--- config.mk ---
export PLATFORM = sky130hd
export DESIGN_NAME = sram2rw_port_arbiter
export DESIGN_NICKNAME = d
export VERILOG_FILES = /design/src/rtl/sram2rw_port_arbiter.sv
export SDC_FILE = /design/constraint.sdc
export NUM_CORES = 1
export LEC_CHECK = 0
export BUFFER_PORTS_ARGS = -buffer_cell sky130_fd_sc_hd__buf_2
export CAP_MARGIN = 20
export CELL_PAD_IN_SITES_DETAIL_PLACEMENT = 1
export CELL_PAD_IN_SITES_GLOBAL_PLACEMENT = 2
export CORE_MARGIN = 5
export CORE_UTILIZATION = 25
export CTS_CLUSTER_DIAMETER = 80
export DETAILED_ROUTE_END_ITERATION = 10
export HOLD_SLACK_MARGIN = 0.12
export PLACE_DENSITY_LB_ADDON = 0.08
export SLEW_MARGIN = 20
export SYNTH_ARGS = -nofsm -noshare
export SYNTH_HDL_FRONTEND = slang
export SYNTH_SLANG_ARGS = --single-unit
export TNS_END_PERCENT = 100
--- constraint.sdc ---
create_clock -name CE -period 6.8 [get_ports CE]
set_input_delay 1.36 -clock CE [delete_from_list [all_inputs] [get_ports CE]]
set_output_delay 1.36 -clock CE [all_outputs]
set_load 0.005 [all_outputs]
--- src/rtl/sram2rw_port_arbiter.sv ---
// rtl/sram2rw_port_arbiter.sv - round-robin arbiter sharing one dual-port SRAM macro between NREQ requesters
module sram2rw_port_arbiter #(
   parameter int NREQ = 4,
   parameter int AW   = 4,
   parameter int DW   = 16
) (
   input  logic              CE,
   input  logic              RSTB,
   input  logic [NREQ-1:0]    req_valid,
   output logic [NREQ-1:0]    req_ready,
   input  logic [NREQ-1:0]    req_we,
   input  logic [NREQ*AW-1:0] req_addr,
   input  logic [NREQ*DW-1:0] req_wdata,
   output logic [NREQ-1:0]    rsp_valid,
   output logic [NREQ*DW-1:0] rsp_rdata,
   output logic [AW-1:0]      A1,
   output logic [AW-1:0]      A2,
   output logic               CSB1,
   output logic               CSB2,
   output logic               WEB1,
   output logic               WEB2,
   output logic               OEB1,
   output logic               OEB2,
   output logic [DW-1:0]      I1,
   output logic [DW-1:0]      I2,
   input  logic [DW-1:0]      O1,
   input  logic [DW-1:0]      O2
);

   localparam int IW = $clog2(NREQ);
   localparam logic [IW-1:0] LAST_ID = IW'(NREQ - 1);
   localparam logic [IW:0]   NREQ_W  = (IW + 1)'(NREQ);

   logic [AW-1:0] w_addr  [NREQ];
   logic [DW-1:0] w_wdata [NREQ];

   for (genvar gi = 0; gi < NREQ; gi++) begin : g_unpack
      assign w_addr[gi]  = req_addr[gi*AW +: AW];
      assign w_wdata[gi] = req_wdata[gi*DW +: DW];
   end

   logic [IW-1:0] r_rr_ptr;
   logic [IW-1:0] w_rr_next;
   logic [IW-1:0] w_last;
   logic [IW:0]   w_sum;
   logic [IW-1:0] w_idx;
   logic          w_hit1;
   logic          w_hit2;
   logic [IW-1:0] w_id1;
   logic [IW-1:0] w_id2;

   // Port 2 skips a candidate whose write would collide with the port-1 write.
   always_comb begin
      w_hit1 = 1'b0;
      w_hit2 = 1'b0;
      w_id1  = '0;
      w_id2  = '0;
      w_sum  = '0;
      w_idx  = '0;
      for (int k = 0; k < NREQ; k++) begin
         w_sum = {1'b0, r_rr_ptr} + (IW + 1)'(k);
         if (w_sum >= NREQ_W) begin
            w_sum = w_sum - NREQ_W;
         end
         w_idx = w_sum[IW-1:0];
         if (req_valid[w_idx]) begin
            if (!w_hit1) begin
               w_hit1 = 1'b1;
               w_id1  = w_idx;
            end else if (!w_hit2 &&
                         !(req_we[w_idx] && req_we[w_id1] && (w_addr[w_idx] == w_addr[w_id1]))) begin
               w_hit2 = 1'b1;
               w_id2  = w_idx;
            end
         end
      end
   end

   always_comb begin
      req_ready = '0;
      if (w_hit1) begin
         req_ready[w_id1] = 1'b1;
      end
      if (w_hit2) begin
         req_ready[w_id2] = 1'b1;
      end
   end

   assign w_last    = w_hit2 ? w_id2 : w_id1;
   assign w_rr_next = (w_last == LAST_ID) ? '0 : w_last + 1'b1;

   logic          w_hit [2];
   logic [IW-1:0] w_gid [2];
   logic [DW-1:0] w_o   [2];

   assign w_hit[0] = w_hit1;
   assign w_hit[1] = w_hit2;
   assign w_gid[0] = w_id1;
   assign w_gid[1] = w_id2;
   assign w_o[0]   = O1;
   assign w_o[1]   = O2;

   logic          r_csb [2];
   logic          r_web [2];
   logic          r_oeb [2];
   logic [AW-1:0] r_a   [2];
   logic [DW-1:0] r_i   [2];
   logic          r_rd  [2];
   logic [IW-1:0] r_id  [2];
   logic          r_rv  [2];
   logic [IW-1:0] r_rid [2];

   // Stage 1 holds macro commands; stage 2 tracks reads whose data appears on O1/O2.
   always_ff @(posedge CE or negedge RSTB) begin
      if (!RSTB) begin
         r_rr_ptr <= '0;
         for (int p = 0; p < 2; p++) begin
            r_csb[p] <= 1'b1;
            r_web[p] <= 1'b1;
            r_oeb[p] <= 1'b1;
            r_a[p]   <= '0;
            r_i[p]   <= '0;
            r_rd[p]  <= 1'b0;
            r_id[p]  <= '0;
            r_rv[p]  <= 1'b0;
            r_rid[p] <= '0;
         end
      end else begin
         if (w_hit1) begin
            r_rr_ptr <= w_rr_next;
         end
         for (int p = 0; p < 2; p++) begin
            r_rv[p]  <= r_rd[p];
            r_rid[p] <= r_id[p];
            r_rd[p]  <= w_hit[p] & ~req_we[w_gid[p]];
            r_id[p]  <= w_gid[p];
            r_csb[p] <= ~w_hit[p];
            if (w_hit[p]) begin
               r_a[p]   <= w_addr[w_gid[p]];
               r_web[p] <= ~req_we[w_gid[p]];
               r_oeb[p] <= req_we[w_gid[p]];
               if (req_we[w_gid[p]]) begin
                  r_i[p] <= w_wdata[w_gid[p]];
               end
            end else begin
               r_web[p] <= 1'b1;
               r_oeb[p] <= 1'b1;
            end
         end
      end
   end

   assign CSB1 = r_csb[0];
   assign CSB2 = r_csb[1];
   assign WEB1 = r_web[0];
   assign WEB2 = r_web[1];
   assign OEB1 = r_oeb[0];
   assign OEB2 = r_oeb[1];
   assign A1   = r_a[0];
   assign A2   = r_a[1];
   assign I1   = r_i[0];
   assign I2   = r_i[1];

   always_comb begin
      rsp_valid = '0;
      rsp_rdata = '0;
      for (int p = 0; p < 2; p++) begin
         if (r_rv[p]) begin
            rsp_valid[r_rid[p]]            = 1'b1;
            rsp_rdata[r_rid[p]*DW +: DW]   = w_o[p];
         end
      end
   end

endmodule
---- After elaboration in Yosys (flattened, before gate mapping) ----
Index checks and enable logic that the tools add are counted.
word-level totals
  register bits ........................... 60
  bits of input ports ..................... 122
operators by class
  add/subtract/negate cells ............... 10
  $lt $le $gt $ge ......................... 27
  equal/unequal tests ..................... 4
  shift operators ......................... 4
  mux-type cells .......................... 108
  bitwise operators ....................... 17
  reduce and logical (&&, ||, !) cells .... 18
operator list
  operator                    number
  $mux W64                    2
  $shift A16 B34 Y64 const A  2
  $shiftx A16 B34 Y64         2
  $mux W4                     20
  $neg A6 Y34                 2
  $and A64 B64 Y64            1
  $bmux W16 S2                2
  $bmux W4 S2                 8
  $bwmux W64                  1
  $mux W16                    4
  $mux W2                     22
  $ge A3 B3 Y1 const B        11
  $lt A2 B3 Y1 const B        11
  $mux W1                     33
  $bmux W1 S2                 12
  $not A2 Y3                  8
  $eq A4 B4 Y1                3
  $logic_and A1 B1 Y1         12
  $demux W1 S2                4
  $ge A2 B1 Y1 const B        4
  $or A4 B4 Y4                2
  $sub A2 B1 Y2 const B       4
  $add A2 B2 Y3 const B       2
  $logic_not A1 Y1            4
  7 further kinds             12

---- Longest topological paths before layout ----
Gate-level depths: netlist of run 1.
  depth after elaboration ................. 30
  mapped depth ............................ 21
  mapped depth without buffers ............ 15

---- Worst setup path before layout of run 1 ----
Ideal clock, no wire load.
  path kind ............................... input to output
  start point ............................. in req_valid[2]
  end point ............................... out req_ready[2]
  arrival ................................. 5924 ps
  slack ................................... -484 ps
  stages on the path ...................... 19
  buffers on the path ..................... 5
  cells stage by stage .................... clkbuf_1 > mux2_2 > and2_1 > o21bai_1 > ha_1 > clkbuf_1 > inv_1 > mux2_4 > o31ai_4 > mux4_2 > xor2_1 > or4_4 > o21a_1 > a311oi_1 > buf_2 > buf_2 > buf_2 > inv_1 > o22ai_1
on the way
  longest elaborated chain between the ends .. 28
  elaborated cells between the ends (all ways) .. 83
RTL lines
  what                                                                line  source
  start, declared                                                     9     input logic [NREQ-1:0] req_valid,
  $bmux W1 S2                                                         66    if (req_valid[w_idx]) begin
  $mux W1 (not written as such)                                       66
  $mux W2                                                             66
  $not A2 Y3 (not written as such)                                    71    !(req_we[w_idx] && req_we[w_id1] && (w_addr[w_idx] == w_addr[w_id1]))) begin
  $bmux W4 S2                                                         71
  $mux W4 (not written as such) (2 in series)                         71
  $eq A4 B4 Y1                                                        71
  $logic_and A1 B1 Y1                                                 71
  [... 12 more ...]                                                   -
  $mux W2 (*)                                                         66
  named net w_id2[0]                                                  50    logic [IW-1:0] w_id2;
  $lt A2 B3 Y1 (not written as such) or $ge A2 B1 Y1 (tied branches)  85    req_ready[w_id2] = 1'b1;
  $logic_and A1 B1 Y1 (not written as such)                           85
  $mux W1 (not written as such)                                       85
  $demux W1 S2 (*)                                                    85
  $or A4 B4 Y4 (no line) (*)                                          -
  $mux W4 (*)                                                         84    if (w_hit2) begin
  end, declared                                                       10    output logic [NREQ-1:0] req_ready,
Mark *: on every way through the listed nets, which the timed path passes. The rest lies on a longest branch. The select of a mux whose other input is x is not followed.

---- Final worst setup path of run 1 ----
  start point ............................. in req_valid[3]
  end point ............................... out req_ready[2]
Same word-level chain as after synthesis.

==> reports/results.txt, run 1 <==
Total CTS buffers = 9
Final hold slack = 350 ps
Largest net degree at the start of global routing = 61
Height of the chip = 165 µm
Placed insts = 1216
Comb pwr share = 0.733
Multi-input gate area = 4220 µm²
Routed vias = 6519
Clk pwr share = 0.108
Most common cell in the netlist = nand2_1
Clock-pin slew on the worst setup and hold paths = 50 ps
Post-synthesis cell count = 680
Part of the power in registers = 0.159
Post-Syn Area = 6000 µm²
Outcome = completed
Synth area leader = dfrtp_1
Top cell type's share of synthesized area = 0.225
Num ports = 240
Final hold vios = 0
Vias per cell = 5.27
GRT overflow = 0
Synthesized flop and latch total = 60
Synthesized net count = 816
Starting Density = 0.255
Initial antenna violation count = 5
CTS sink cnt = 60
RR Startpoint = r_rr_ptr[0]
Internal power = 2.37 mW
# setup viols final = 0
Die W = 165 µm
Detailed router's first-iteration violation count = 296
Share of synthesized registers carrying an async set or reset = 1.00
Slew HR = 0.459
Final wirelength = 26.5 mm
RSZ-0062 raised after global routing = false
PwrDens = 542 nW/µm²
Clk buf depth = 2
Final count of pins violating max slew = 0
Antenna viol nets, final = 0
H-tree depth = 3
Yosys warns = 0
Top cells by count, synth = nand2_1 (109), a22o_1 (67), dfrtp_1 (54)
Fin crit period = 6660 ps
WHS Endpoint = r_rid[3]
Worst hold stages = 0
Crit start category = input pin
Drt wl/cell = 21.4 µm
Core footprint = 23500 µm²
DP HPWL = 20.3 mm
Mean Syn Cell Area = 8.82 µm²
Crit path capture type = output pin
Max-cap viol count = 0
Fin cells = 1236
VDD IR-drop max = 0.000232 V
Final nets = 1046
Pre-Repair DR Iteration Count = 5
R2r setup slk = 1580 ps
Worst hold-check path type = reg -> reg
CTS tree = done
Gpl congestion = 0.854
CP arrival = 5300 ps
Crit share post-route = 0.980
Fmax = 150 MHz
R2r endpoint = I2[9]
Register area = 1510 µm²
Sequential element share of the synthesized area = 0.252
Leakage power = 3.91 nW
Worst skew pair latency = 330 ps
Worst clock skew = 5.72 ps
Num rows = 56
Switching part of the total = 0.457
CP max FO = 6
Hold path start = r_id[3]
First-pass GRT wire length = 40.4 mm
Ranking of synthesized cells by area = dfrtp_1 (23%), a22o_1 (9.8%), mux4_2 (7.1%)
Share of layout cells above drive strength 1 = 0.410
Worst-margin pin slew = 812 ps
Residual DRC = 0
Tot GR Track Use = 0.189
Hold Buf Count CTS = 0
PortBufs = 239
Die ar. = 27200 µm²
Root Driver = clkbuf_16
Reg2reg path depth = 15
Vias in the first global route = 6992
Sw power = 1.99 mW
Layout fillers = 2886
Number of synthesized flops with an enable pin = 0
Setup CP Type = in -> out
Synth Flop Type = dfrtp_1
Layout area overhead = 33.9%
Critical Path RT = 5440 ps
Post-synth cell types = 69
[per-stage QoR]
stage / power (mW) / worst slack (ps) / setup TNS (ps) / instance area [µm²] / utilization
global route: 4.74 / 7.47 / 0 / 8030 / 0.341
floorplan: 2.83 / 12.6 / 0 / 6030 / -
CTS: 4.40 / 55.4 / 0 / 8000 / 0.340
detailed placement: 3.91 / -6.28 / -6.28 / 7700 / 0.327
finish: 4.36 / 138 / 0 / 8030 / 0.341
global placement: 3.82 / 72.9 / 0 / 7700 / 0.327
[cell families after synthesis]
kind of cell,count (synthesis),synth area share
AOI/OAI and AO/OA,199,0.249
xor gates and xnor gates,12,0.0175
adders and majority gates,15,0.0309
buffers and inverters,79,0.0549
DFF,60,0.252
muxes,94,0.211
and+or+nand+nor,221,0.185
[power groups by stage]
stage	Sequential (mW)	Combinational, mW	Clock, mW
detailed placement	0.707	3.20	0
finish	0.695	3.19	0.470
global placement	0.696	3.12	0
floorplan	0.675	2.16	0
CTS	0.702	3.21	0.487
global route	0.723	3.51	0.501
[what timing repair did]
item / in CTS / in global routing
pin swaps: 1 / 1
setup endpoints to repair: 1 / 4
buffers inserted: 0 / 2
gates resized for setup: 0 / 3
[area by class of cell]
type	count	area share
Antenna cell	2	0.000623
Clock buffer	12	0.0319
Clock inverter	4	0.00592
Inverter	18	0.00841
Multi-Input combinational cell	541	0.526
Sequential cell	60	0.188
Tap cell	319	0.0497
Timing Repair Buffer	280	0.190
[flip-flops by register name, indices dropped and copies added (netlist names), 2 cells and up]
name and cells:
I1 16, I2 16, A1 4, A2 4, r_id 4, r_rid 4
r_rd 2, r_rr_ptr 2, r_rv 2
[metal layers]
metal	share of wire	track usage	vias to the layer above
met2	0.49	0.329	201
met5	0.0010	0	-
met4	0.019	0.0503	6
met3	0.065	0.0422	38
li1	-	-	3029
met1	0.42	0.235	3245
[worst max path at each step]
stage	start	slack, ps	cells after the start	to
finish	req_valid[3]	140	17	req_ready[2]
global route	req_valid[3]	7	18	req_ready[2]
CTS	req_valid[3]	60	16	req_ready[1]
detailed placement	req_valid[3]	-6	16	req_ready[1]
global placement	req_valid[3]	70	15	req_ready[1]
floorplan	req_valid[2]	10	17	req_ready[2]
[layout by cell type, fill, tap and decap left out, types with 3 or more instances in the layout]
cell	netlist	layout
buf_2	17	238
mux4_2	19	19
nand3b_1	5	5
nand2_1	109	109
ha_1	14	14
nor2b_1	7	6
nand2b_1	21	21
nor3_1	5	5
dfrtp_1	54	54
o211ai_1	5	5
o31ai_1	4	4
a31oi_1	18	18
xnor2_1	3	3
mux2i_1	38	38
buf_4	1	39
clkbuf_16	0	9
o21ai_0	19	19
dfstp_2	6	6
nand3_1	12	12
inv_1	17	17
a211oi_1	5	4
o32ai_1	4	4
a22oi_1	17	17
mux2_4	10	10
mux2_2	26	26
xor2_1	9	9
a221oi_1	6	6
a21oi_1	30	30
a22o_1	67	67
a21boi_0	4	4
and3_1	25	25
nor2_1	13	12
[critical path, cell delays in order]
cell	delay, ps
buf_2	100
mux2_2	270
and2_4	160
o21bai_1	150
ha_1	320
mux2_4	320
o31ai_4	250
buf_6	150
mux4_2	500
xor2_1	150
or4_4	550
o21a_1	220
a311oi_4	330
buf_4	170
inv_1	50
o22ai_2	80
buf_4	150
Note: power is estimated with default switching activity, not from simulation.
==> run 2, diff against run 1 <==
--- a/config.mk
+++ b/config.mk
@@ -5,12 +5,13 @@
 export SDC_FILE = /design/constraint.sdc
 export NUM_CORES = 1
 export LEC_CHECK = 0
+export ABC_AREA = 1
 export BUFFER_PORTS_ARGS = -buffer_cell sky130_fd_sc_hd__buf_2
 export CAP_MARGIN = 20
 export CELL_PAD_IN_SITES_DETAIL_PLACEMENT = 1
 export CELL_PAD_IN_SITES_GLOBAL_PLACEMENT = 2
 export CORE_MARGIN = 5
-export CORE_UTILIZATION = 25
+export CORE_UTILIZATION = 22
 export CTS_CLUSTER_DIAMETER = 80
 export DETAILED_ROUTE_END_ITERATION = 10
 export HOLD_SLACK_MARGIN = 0.12
==> run 2 against run 1 <==
Net effect: final area fell by 0.50%; maximum frequency rose by 8.3%; critical path depth rose by 4; global-route usage rose by 0.93 points.
==> reports/results.txt, run 2 <==
Outcome = completed
Die W = 177 µm (+7.4%)
Hold Buf Count CTS = 0 (unchanged)
Layout area overhead = 30.2%
Total CTS buffers = 9 (unchanged)
Final count of pins violating max slew = 0 (unchanged)
Routed vias = 7883 (+21%)
Post-CTS sizing = 0 (unchanged)
Sequential element share of the synthesized area = 0.246 (-0.00584)
Die ar. = 31400 µm² (+15%)
Pre-Repair DR Iteration Count = 5 (unchanged)
Synth Flop Type = dfrtp_1
Crit share post-route = 0.904 (-0.0754)
Fin crit period = 6150 ps (-513 ps)
Crit start category = input pin
Residual DRC = 0 (unchanged)
Post-Syn Area = 6140 µm² (+2.4%)
Clk buf depth = 2 (unchanged)
Yosys warns = 0 (unchanged)
Synthesized net count = 1177 (+44%)
Height of the chip = 177 µm (+7.4%)
PortBufs = 239 (unchanged)
Drt wl/cell = 19.6 µm (-8.6%)
Max-cap viol count = 0 (unchanged)
Setup CP Type = in -> out
Mean Syn Cell Area = 5.90 µm² (-33%)
Core footprint = 27700 µm² (+18%)
Worst hold-check path type = reg -> reg
Final hold vios = 0 (unchanged)
Num rows = 61 (+8.9%)
Detailed router's first-iteration violation count = 328 (+11%)
Post-synthesis cell count = 1041 (+53%)
CP max FO = 23 (+17)
First-pass GRT wire length = 48.5 mm (+20%)
Most frequent cells in the layout = nand2_1 (327), buf_2 (239), nand3_1 (155)
Fmax = 163 MHz (+8.3%)
# setup viols final = 0 (unchanged)
Antenna cell count = 0 (-2)
H-tree depth = 3 (unchanged)
CTS tree = done
Worst skew pair latency = 340 ps (about the same)
Post-route setup TNS = 0 ps (unchanged)
Num ports = 240 (unchanged)
Starting Density = 0.222 (-0.0331)
Clock-pin slew on the worst setup and hold paths = 50 ps (about the same)
Most common cell in the netlist = nand2_1
RSZ-0062 raised after global routing = false
Vias in the first global route = 8025 (+15%)
Final nets = 1390 (+33%)
Final wirelength = 32.1 mm (+21%)
CP arrival = 4790 ps (-510 ps)
Initial antenna violation count = 0 (-5)
Antenna viol nets, final = 0 (unchanged)
DP HPWL = 24.2 mm (+19%)
Ranking of synthesized cells by area = dfrtp_1 (22%), nand2_1 (20%), nand3_1 (13%)
Commonest non-fill, non-tap cell in the layout = nand2_1
Synth area leader = dfrtp_1
Critical Path RT = 5440 ps (about the same)
Tot GR Track Use = 0.198 (+0.00931)
Vias per cell = 4.82 (-8.7%)
Number of synthesized flops with an enable pin = 0 (unchanged)
Crit path capture type = output pin
GRT overflow = 0 (unchanged)
Buffer count from post-CTS setup fixing = 0 (unchanged)
Largest net degree at the start of global routing = 61 (unchanged)
Share of synthesized registers carrying an async set or reset = 1.00 (unchanged)
Gpl congestion = 0.820 (-3.9%)
Worst-margin pin slew = 883 ps (+71.2 ps)
Top cells by count, synth = nand2_1 (327), nand3_1 (155), inv_1 (137)
Post-synth cell types = 35 (-49%)
Synthesized flop and latch total = 60 (unchanged)
CTS sink cnt = 60 (unchanged)
Top cell type's share of synthesized area = 0.220 (-0.00523)
Share of layout cells above drive strength 1 = 0.249 (-0.160)
Worst clock skew = 7.57 ps (+1.85 ps)
Root Driver = clkbuf_16
Slew HR = 0.409 (-0.0492)
run 2: cell types whose count changed in the layout (fill, tap and decap cells not counted), moves of 27 or more:
cell     before  now
inv_1        17  137
o21ai_0      19   61
nor2_1       12   58
o22ai_1       2  108
nand3_1      12  155
a22o_1       67    1
nand2_1     109  327
a21oi_1      30    3
mux2i_1      38    0
run 2: final cells by class:
| cell class | instances | area, µm² |
|---|---|---|
| Clock inverter | 5 | 58.8 |
| Tap cell | 378 | 473 |
| Sequential cell | 60 | 1510 |
| Multi-Input combinational cell | 781 | 3820 |
| Fill cell | 3661 | 19700 |
| Timing Repair Buffer | 258 | 1340 |
| Clock buffer | 11 | 253 |
| Inverter | 144 | 541 |
run 2: path summary, 6_finish.rpt:
check	startpoint	end	slack (ps)	cells past startpoint
max reg2reg	r_rr_ptr[0]	I2[13]	1970	22
max in group asynchronous	RSTB	I2[13]	5040	2
min	r_id[3]	r_rid[3]	350	0
min in group asynchronous	RSTB	I1[7]	1210	2
min reg2reg	r_id[3]	r_rid[3]	350	0
max	req_valid[0]	req_ready[2]	650	21
run 2: through the flow:
stage | hold WS, ps | utilization | instances | worst slack [ps] | instance area (µm²)
floorplan | 331 | - | 1041 | 1500 | 6140
global placement | 333 | 0.277 | 1621 | 712 | 7680
detailed placement | 336 | 0.277 | 1621 | 635 | 7680
CTS | 349 | 0.288 | 1637 | 630 | 7990
global route | 355 | 0.288 | 1637 | 332 | 7990
finish | 347 | 0.288 | 1637 | 651 | 7990
run 2: cells by family after synthesis:
| family | synth area share |
|---|---|
| fa+ha+maj | 0.0285 |
| xor+xnor | 0.00428 |
| compound gates | 0.184 |
| simple gates | 0.404 |
| buf+inv | 0.133 |
| flops | 0.246 |
run 2: worst max-delay path, stage by stage:
cell and delay [ps]:
buf_2 90, inv_1 40, o21ai_0 240, nand2_1 110, nand2_1 160, ha_1 240
buf_4 240, o21ai_0 130, o21ai_0 260, nor2_1 70, nor2_1 150, nand4_1 90
nand3_1 240, nand3_1 170, nor2_1 120, nor2_1 50, nor2_1 160, nor2_4 60
buf_4 240, o21ai_0 370, buf_2 190
run 2: routing by layer:
layer  track usage  part of all wire  vias up  wire length [µm]
met4        0.0300             0.013        0               421
met5             0                 0        -                 0
met3        0.0293             0.042       31              1330
met1         0.266              0.46     3795             14700
li1              -                 -     3859                 -
met2         0.343              0.49      198             15600
Power of run 2 is left out: the tool's default activity adds up to more than one toggle a clock period on the data nets, which glitch-free logic cannot reach.
==> run 3, diff against run 2 <==
--- a/config.mk
+++ b/config.mk
@@ -6,7 +6,7 @@
 export NUM_CORES = 1
 export LEC_CHECK = 0
 export ABC_AREA = 1
-export BUFFER_PORTS_ARGS = -buffer_cell sky130_fd_sc_hd__buf_2
+export BUFFER_PORTS_ARGS = -buffer_cell sky130_fd_sc_hd__buf_4
 export CAP_MARGIN = 20
 export CELL_PAD_IN_SITES_DETAIL_PLACEMENT = 1
 export CELL_PAD_IN_SITES_GLOBAL_PLACEMENT = 2
@@ -15,7 +15,7 @@
 export CTS_CLUSTER_DIAMETER = 80
 export DETAILED_ROUTE_END_ITERATION = 10
 export HOLD_SLACK_MARGIN = 0.12
-export PLACE_DENSITY_LB_ADDON = 0.08
+export PLACE_DENSITY_LB_ADDON = 0.05
 export SLEW_MARGIN = 20
 export SYNTH_ARGS = -nofsm -noshare
 export SYNTH_HDL_FRONTEND = slang
==> run 3 against run 2 <==
Net effect: hold slack worse by 0.63 ps; first-iteration DRC count is 29% higher; final cell count is 0.12% lower; final area is 7.4% higher; count of clock-buffer cells in the layout is 2 lower; maximum frequency is 2.1% lower; critical path depth is 2 higher; clock skew is 2.5 ps lower; die area stayed put; utilization is 2.1 points higher; sequential share of layout area is 1.3 points lower.
==> reports/results.txt, run 3 (same netlist as run 2, synthesis figures left out) <==
Outcome = completed
Most frequent cells in the layout = nand2_1 (326), buf_4 (255), nand3_1 (155)
Worst hold-check path type = reg -> reg
Hold Buf Count CTS = 0 (unchanged)
Worst-margin pin slew = 933 ps (+50.0 ps)
Layout fillers = 3600 (-1.7%)
Slew HR = 0.376 (-0.0335)
CP max stage delay = 350 ps (-20 ps)
Multi-input gate area = 3820 µm² (about the same)
Worst clock skew = 5.08 ps (-2.49 ps)
GRT overflow = 0 (unchanged)
Worst path top cell family by delay = simple AND/OR/NAND/NOR gates
Register area = 1510 µm² (unchanged)
First-pass GRT wire length = 49.1 mm (+1.0%)
Tot GR Track Use = 0.201 (+0.00340)
Height of the chip = 177 µm (unchanged)
Fmax = 159 MHz (-2.1%)
Detailed router's first-iteration violation count = 424 (+29%)
Num rows = 61 (unchanged)
Starting Density = 0.222 (unchanged)
Clk buf depth = 2 (unchanged)
Most frequent CP cell = nand2_1
Share of layout cells above drive strength 1 = 0.248 (-0.000997)
Final wirelength = 32.6 mm (+1.8%)
Initial antenna violation count = 0 (unchanged)
Die W = 177 µm (unchanged)
Core footprint = 27700 µm² (unchanged)
R2r setup slk = 1570 ps (-400 ps)
Slowest cell on crit path = o21ai_0
Buf/Inv on CP = 5 (unchanged)
Vias in the first global route = 8069 (+0.55%)
DP HPWL = 24.4 mm (+0.56%)
Final nets = 1387 (-0.22%)
Num ports = 240 (unchanged)
CP max FO = 23 (unchanged)
Final hold slack = 346 ps (-0.626 ps)
CTS sink cnt = 60 (unchanged)
Final count of pins violating max slew = 0 (unchanged)
Worst skew pair latency = 330 ps (about the same)
Final hold vios = 0 (unchanged)
Largest net degree at the start of global routing = 61 (unchanged)
Crit share post-route = 0.923 (+0.0190)
PortBufs = 239 (unchanged)
Crit path capture type = output pin
Cell Area, Placed = 8260 µm² (+7.5%)
Die ar. = 31400 µm² (unchanged)
Setup CP Type = in -> out
Commonest non-fill, non-tap cell in the layout = nand2_1
Total CTS buffers = 9 (unchanged)
Fin crit period = 6280 ps (+129 ps)
Layout area overhead = 39.8%
CTS tree = done
Vias per cell = 4.84 (+0.54%)
Crit start category = input pin
Drt wl/cell = 20.0 µm (+1.9%)
Antenna viol nets, final = 0 (unchanged)
# setup viols final = 0 (unchanged)
Critical Path RT = 5440 ps (about the same)
RSZ-0062 raised after global routing = false
Root Driver = clkbuf_16
Max-cap viol count = 0 (unchanged)
Routed vias = 7916 (+0.42%)
CP arrival = 4920 ps (+130 ps)
Clock-pin slew on the worst setup and hold paths = 60 ps (about the same)
Gpl congestion = 0.833 (+1.5%)
CP cell instances = buf_4 > inv_1 > o21ai_0 > nand2_1 > nand2_1 > ha_1 > buf_4 > nand2_1 > o211ai_1 > o21ai_0 > nand2_1 > nand2_1 > nor2_1 > nand4_1 > nand3_1 > nand3_1 > nor2_1 > nor2_1 > nor2_1 > nor2_4 > buf_4 > o21ai_0 > buf_4
Pre-Repair DR Iteration Count = 4 (-1)
Final instance area = 8590 µm² (+7.4%)
Residual DRC = 0 (unchanged)
H-tree depth = 3 (unchanged)
Post-route setup TNS = 0 ps (unchanged)
-- run 3: area by class of cell --
| type | instances | area share |
|---|---|---|
| Tap cell | 378 | 0.0551 |
| Inverter | 144 | 0.0630 |
| Sequential cell | 60 | 0.176 |
| Antenna cell | 1 | 0.000291 |
| Timing Repair Buffer | 255 | 0.223 |
| Clock inverter | 7 | 0.0115 |
| Multi-Input combinational cell | 781 | 0.445 |
| Clock buffer | 9 | 0.0262 |
-- run 3: per-layer routing --
metal  vias to the layer above  track usage  part of all wire
met3                        28       0.0295             0.040
met2                       180        0.342              0.48
li1                       3861            -                 -
met5                         -            0                 0
met4                         0       0.0355             0.014
met1                      3847        0.275              0.47
-- run 3: timing repair --
item | in CTS | in global routing
endpoints found under the hold margin | 0 | 0
setup endpoints to repair | 0 | 1
setup buffers | 0 | 0
gates resized for setup | 0 | 1
-- run 3: final timing paths --
check,end,cells past startpoint,start
max,req_ready[2],23,req_valid[2]
min,r_rid[2],0,r_id[2]
max reg2reg,I2[7],24,r_rr_ptr[0]
min reg2reg,r_rid[2],0,r_id[2]
max in group asynchronous,A1[0],1,RSTB
min in group asynchronous,I1[7],1,RSTB
-- run 3: metrics by stage --
stage,setup slack (ps),std cells,utilization
2_1_floorplan,1500,1041,-
3_3_place_gp,510,1618,0.298
3_5_place_dp,413,1618,0.298
4_1_cts,387,1634,0.310
5_1_grt,95.6,1634,0.310
6_report,521,1635,0.310
Power of run 3 is left out for the same reason.
